`config.mk`:
```
export PLATFORM = sky130hd
export DESIGN_NAME = dmem_access_ctrl
export DESIGN_NICKNAME = d
export VERILOG_FILES = /design/src/rtl/dmem_access_ctrl.sv
export SDC_FILE = /design/constraint.sdc
export NUM_CORES = 1
export LEC_CHECK = 0
export CAP_MARGIN = 20
export CORE_AREA = 2 2 98 100
export CTS_BUF_LIST = sky130_fd_sc_hd__clkbuf_2
export DETAILED_ROUTE_END_ITERATION = 10
export DIE_AREA = 0 0 100 102
export GPL_ROUTABILITY_DRIVEN = 0
export PLACE_DENSITY = 0.86
export SETUP_SLACK_MARGIN = 0.3
export SLEW_MARGIN = 20
export SYNTH_ARGS = -nofsm -noshare
export SYNTH_HDL_FRONTEND = slang
export SYNTH_SLANG_ARGS = --single-unit
```
`constraint.sdc`:
```
create_clock -name clk -period 1.6 [get_ports clk]
set_clock_uncertainty 0.15 [all_clocks]
set_input_delay 0.24 -clock clk [delete_from_list [all_inputs] [get_ports clk]]
set_output_delay 0.24 -clock clk [all_outputs]
set_load 0.01 [all_outputs]
```
`src/rtl/dmem_access_ctrl.sv`:
```
// Initiator-side controller for the multi-cycle data memory: one rd/wr pulse per
// held pipeline request, stall until mem_ready. Define DMEM_TIMEOUT_EN for the watchdog.
module dmem_access_ctrl #(
  parameter int unsigned ADDR_W  = 32,
  parameter int unsigned DATA_W  = 32,
  parameter int unsigned TIMEOUT = 64
) (
  input  logic              clk,
  input  logic              reset,
  input  logic              req_valid,
  input  logic              req_we,
  input  logic [ADDR_W-1:0] req_addr,
  input  logic [DATA_W-1:0] req_wdata,
  output logic              stall,
  output logic              resp_valid,
  output logic [DATA_W-1:0] resp_rdata,
  output logic              resp_err,
  output logic              mem_rd_en,
  output logic              mem_wr_en,
  output logic [ADDR_W-1:0] mem_addr,
  output logic [DATA_W-1:0] mem_wdata,
  input  logic              mem_ready,
  input  logic [DATA_W-1:0] mem_rdata
);

  typedef enum logic [1:0] {
    IDLE  = 2'd0,
    ISSUE = 2'd1,
    WAIT  = 2'd2,
    DONE  = 2'd3
  } state_e;

  state_e            state_q, state_d;
  logic              we_q, we_d;
  logic              mem_rd_en_q, mem_rd_en_d;
  logic              mem_wr_en_q, mem_wr_en_d;
  logic [ADDR_W-1:0] mem_addr_q, mem_addr_d;
  logic [DATA_W-1:0] mem_wdata_q, mem_wdata_d;
  logic              resp_valid_q, resp_valid_d;
  logic [DATA_W-1:0] resp_rdata_q, resp_rdata_d;
  logic              timeout_c;

`ifdef DMEM_TIMEOUT_EN
  localparam int unsigned CNT_W = $clog2(TIMEOUT + 1);

  logic [CNT_W-1:0] cnt_q, cnt_d;
  logic             resp_err_q, resp_err_d;

  // Watchdog: cleared while issuing, counts WAIT cycles without mem_ready.
  always_comb begin
    cnt_d = cnt_q;
    if (state_q == ISSUE) begin
      cnt_d = '0;
    end else if ((state_q == WAIT) && !mem_ready) begin
      cnt_d = cnt_q + CNT_W'(1);
    end
  end

  // A ready arriving in the expiry cycle takes precedence over the abort.
  assign timeout_c  = (state_q == WAIT) && !mem_ready && (cnt_q == CNT_W'(TIMEOUT - 1));
  assign resp_err_d = timeout_c;

  always_ff @(posedge clk) begin
    if (reset) begin
      cnt_q      <= '0;
      resp_err_q <= 1'b0;
    end else begin
      cnt_q      <= cnt_d;
      resp_err_q <= resp_err_d;
    end
  end

  assign resp_err = resp_err_q;
`else
  assign timeout_c = 1'b0;
  assign resp_err  = 1'b0;

  // Without the watchdog TIMEOUT has no effect on the hardware.
  if (TIMEOUT == 0) begin : g_no_watchdog
  end
`endif

  // State and output registers.
  always_ff @(posedge clk) begin
    if (reset) begin
      state_q      <= IDLE;
      we_q         <= 1'b0;
      mem_rd_en_q  <= 1'b0;
      mem_wr_en_q  <= 1'b0;
      mem_addr_q   <= '0;
      mem_wdata_q  <= '0;
      resp_valid_q <= 1'b0;
      resp_rdata_q <= '0;
    end else begin
      state_q      <= state_d;
      we_q         <= we_d;
      mem_rd_en_q  <= mem_rd_en_d;
      mem_wr_en_q  <= mem_wr_en_d;
      mem_addr_q   <= mem_addr_d;
      mem_wdata_q  <= mem_wdata_d;
      resp_valid_q <= resp_valid_d;
      resp_rdata_q <= resp_rdata_d;
    end
  end

  // Next state; registered outputs are computed one cycle ahead of the state they belong to.
  always_comb begin
    state_d      = state_q;
    we_d         = we_q;
    mem_rd_en_d  = 1'b0;
    mem_wr_en_d  = 1'b0;
    mem_addr_d   = '0;
    mem_wdata_d  = '0;
    resp_valid_d = 1'b0;
    resp_rdata_d = '0;

    unique case (state_q)
      IDLE: begin
        if (req_valid) begin
          we_d        = req_we;
          mem_rd_en_d = !req_we;
          mem_wr_en_d = req_we;
          mem_addr_d  = req_addr;
          mem_wdata_d = req_wdata;
          state_d     = ISSUE;
        end
      end
      ISSUE: begin
        state_d = WAIT;
      end
      WAIT: begin
        if (mem_ready) begin
          resp_valid_d = 1'b1;
          resp_rdata_d = we_q ? '0 : mem_rdata;
          state_d      = DONE;
        end else if (timeout_c) begin
          resp_valid_d = 1'b1;
          state_d      = DONE;
        end
      end
      DONE: begin
        state_d = IDLE;
      end
      default: begin
        state_d = IDLE;
      end
    endcase
  end

  assign stall = ((state_q == IDLE) && req_valid) || (state_q == ISSUE) || (state_q == WAIT);

  assign mem_rd_en  = mem_rd_en_q;
  assign mem_wr_en  = mem_wr_en_q;
  assign mem_addr   = mem_addr_q;
  assign mem_wdata  = mem_wdata_q;
  assign resp_valid = resp_valid_q;
  assign resp_rdata = resp_rdata_q;

endmodule

```
==> out/metrics.cfg <==
[power]
totalPowerFinal_w=0.00664
cellLeakagePower_nw=2.91
peakVddDrop_uv=693
power-per-cell-area_mw_per_mm2=1030

[run_status]
failing_checks=negative setup slack
result_of_the_run=finished, violations left

[global_route]
grt_pass1_vias=2852
antenna_found_initial=0
maximum_number_of_pins_on_one_net_before_global_route_repair=20
first_pass_grt_wire_length_um=14600
global_route.overflow_total=0
grt.total_usage=0.191

[floorplanning]
die_area_mm2=0.0102
fp.coreArea_mm2=0.00911
die-width_um=100
initial_core_util=0.323
die_y_um=102
placementRows=35
boundaryPins=202

[sta]
fmax_mhz=525
setup_ws_ns=-0.305
max_slew_vio_count=0
report.final.setup_viol=100
finalCritPeriodShare=1.19
unrepaired_setup_endpoints_after_global_routing=yes
finalHoldViolCount=0
time_the_worst_path_needs_with_i_o_delays_and_setup_ns=1.91

[routing]
via_count=2799
drt-pass1-iter-count=4
detail_route.vias_per_cell=4.32
drc=0
initialDrtViolationCount=24
detail_route.wl_per_cell_um=17.5
route.final.wire_length_um=11400
drtAntennaViolNets=0

[cts]
clkSinkCount=102
htree_num_levels=3
clkSlewWorstSetupHoldPaths_ns=0.30
clk_root_buffer_cell=sky130_fd_sc_hd__clkbuf_2
clock_tree.buffer_depth=2
tritoncts.num_buffers=9
tritoncts=yes
clock_insertion_delay_worst_skew_ns=0.55

[worst_setup_path]
timing.critical_path.cells=inv_6, buf_4, buf_4, ha_2, nor2b_4, or4b_1, o31ai_1
critical-path-top-cell-by-count=sky130_fd_sc_hd__buf_4
cp_data_arrival_time_ns=2.20
critical-path-slowest-cell=sky130_fd_sc_hd__or4b_1
path_max_fanout=3
timing.critical_path.required_ns=1.90
worstPathBufferInverterCount=3
cpLargestDelayFamily=simple AND/OR/NAND/NOR gates
slowest_delay_ns=0.48
cp-start-kind=register
worst-setup-path-type=register to register
critical_path.endpoint_type=register

[yosys]
synth.cell_area_mm2=0.00295
syn-num-nets=343
synthFlopType=sky130_fd_sc_hd__dfxtp_1
async_set_reset_flop_share_out_of_synthesis=0
synth_largest_area_cell=sky130_fd_sc_hd__dfxtp_1
synth_top_cells_by_count=sky130_fd_sc_hd__dfxtp_1, sky130_fd_sc_hd__and2_1, sky130_fd_sc_hd__and2_2
synthDistinctLibCells=21
yosysMostFrequentCell=sky130_fd_sc_hd__dfxtp_1
netlist_instances=237
synth_top_area_frac=0.693
edff_count_synth=0
synth.avg_cell_area_um2=12.4
synth_warnings=0
top_cells_by_area_in_the_synthesized_netlist=sky130_fd_sc_hd__dfxtp_1, sky130_fd_sc_hd__and2_1, sky130_fd_sc_hd__and2_2
synth-seq-area-share=0.693
synth-seq-cells=102

[place]
pre_cts_ws_ns=-0.165
place_hpwl_um=6210
detailed_place.area_mm2=0.00515
io_buffer_count=200

[job]
cap_viol_max_count=0

[layout]
num_antenna_cells=0
stdcell_area_mm2=0.00645
multi_input_combinational_cell_area_mm2=0.00106
design.final.nets=638
synthToLayoutAreaGrowth_pct=119
nFillCells=611
post_route_cells_drive_above_1_share=0.536
seq_area_mm2=0.00212

[worst_hold_path]
worstHoldPathType=primary input to register

## layout make-up
class / instances / share of cell area
inverter: 2 / 0.00233
clock buffer: 9 / 0.00698
tap: 111 / 0.0215
timing repair buffer: 296 / 0.465
multi-input combinational: 121 / 0.165
clock inverter: 7 / 0.0107
sequential: 102 / 0.328
## power breakdown
group	switching, W	internal (W)
Combinational	0.000890	0.00158
Sequential	0.000144	0.00285
Clock	0.000928	0.000251
## layout by cell type (no fill, tap or decap), types with 2 or more instances in the layout
cell and n:
sky130_fd_sc_hd__nor2b_4 2, sky130_fd_sc_hd__buf_16 8, sky130_fd_sc_hd__clkdlybuf4s50_1 100, sky130_fd_sc_hd__nor2_4 2, sky130_fd_sc_hd__and2_1 34, sky130_fd_sc_hd__buf_6 64, sky130_fd_sc_hd__dfxtp_4 2, sky130_fd_sc_hd__nor2_1 2
sky130_fd_sc_hd__buf_12 6, sky130_fd_sc_hd__buf_2 47, sky130_fd_sc_hd__clkinv_4 2, sky130_fd_sc_hd__clkbuf_2 9, sky130_fd_sc_hd__dfxtp_2 53, sky130_fd_sc_hd__buf_4 10, sky130_fd_sc_hd__ha_4 3, sky130_fd_sc_hd__inv_6 2
sky130_fd_sc_hd__dfxtp_1 47, sky130_fd_sc_hd__inv_8 2, sky130_fd_sc_hd__and2_4 63, sky130_fd_sc_hd__dlygate4sd3_1 59
## final timing paths
path	end	cells past startpoint	from	slack, ns
max	state_q[1]	7	state_q[0]	-0.31
min	resp_rdata[6]	2	mem_rdata[6]	0.06
max reg2reg	state_q[1]	7	state_q[0]	-0.31
min reg2reg	we_q	2	we_q	0.36
## state kept, by name, indices dropped and copies added, names as in the netlist
signal / flops
mem_rd_en: 1
mem_wdata: 32
resp_rdata: 32
resp_valid: 1
mem_addr: 32
mem_wr_en: 1
we_q: 1
state_q: 2
## metal layers
| layer | part of all wire | vias up | global-route usage | wire length (um) |
|---|---|---|---|---|
| li1 | - | 1319 | - | - |
| met1 | 0.34 | 1330 | 0.198 | 3860 |
| met2 | 0.58 | 119 | 0.368 | 6600 |
| met3 | 0.050 | 31 | 0.0424 | 567 |
| met4 | 0.029 | 0 | 0.0885 | 335 |
| met5 | 0 | - | 0 | 0 |
## cells by family (layout without fill, tap and decap cells)
group,Yosys count,after routing,share of synthesized area
AOI/OAI and AO/OA,3,3,0.00679
adders and majority gates,5,5,0.0212
buffers and inverters,14,314,0.0255
DFF,102,102,0.693
other,1,1,0.00127
and+or+nand+nor,112,112,0.252
## metrics by stage
step | util | setup TNS [ns] | instances | hold slack, ns
after floorplan | - | 0 | 237 | 0.169
after detailed placement | 0.566 | -7.36 | 545 | 0.332
final | 0.708 | -10.38 | 648 | 0.0616
after global routing | 0.708 | -14.56 | 648 | -0.00265
after CTS | 0.629 | -8.81 | 614 | 0.000174
after global placement | 0.566 | -4.42 | 545 | 0.328
## what timing repair did
action                     CTS  global route
pin swaps                   18            22
setup endpoints to repair  199           202
cloned                       9             1
hold endpoints to repair    30            29
setup buffers               14             4
hold buffers                30            29
resized for setup          492           124
Power figures use the tool's default switching activity.
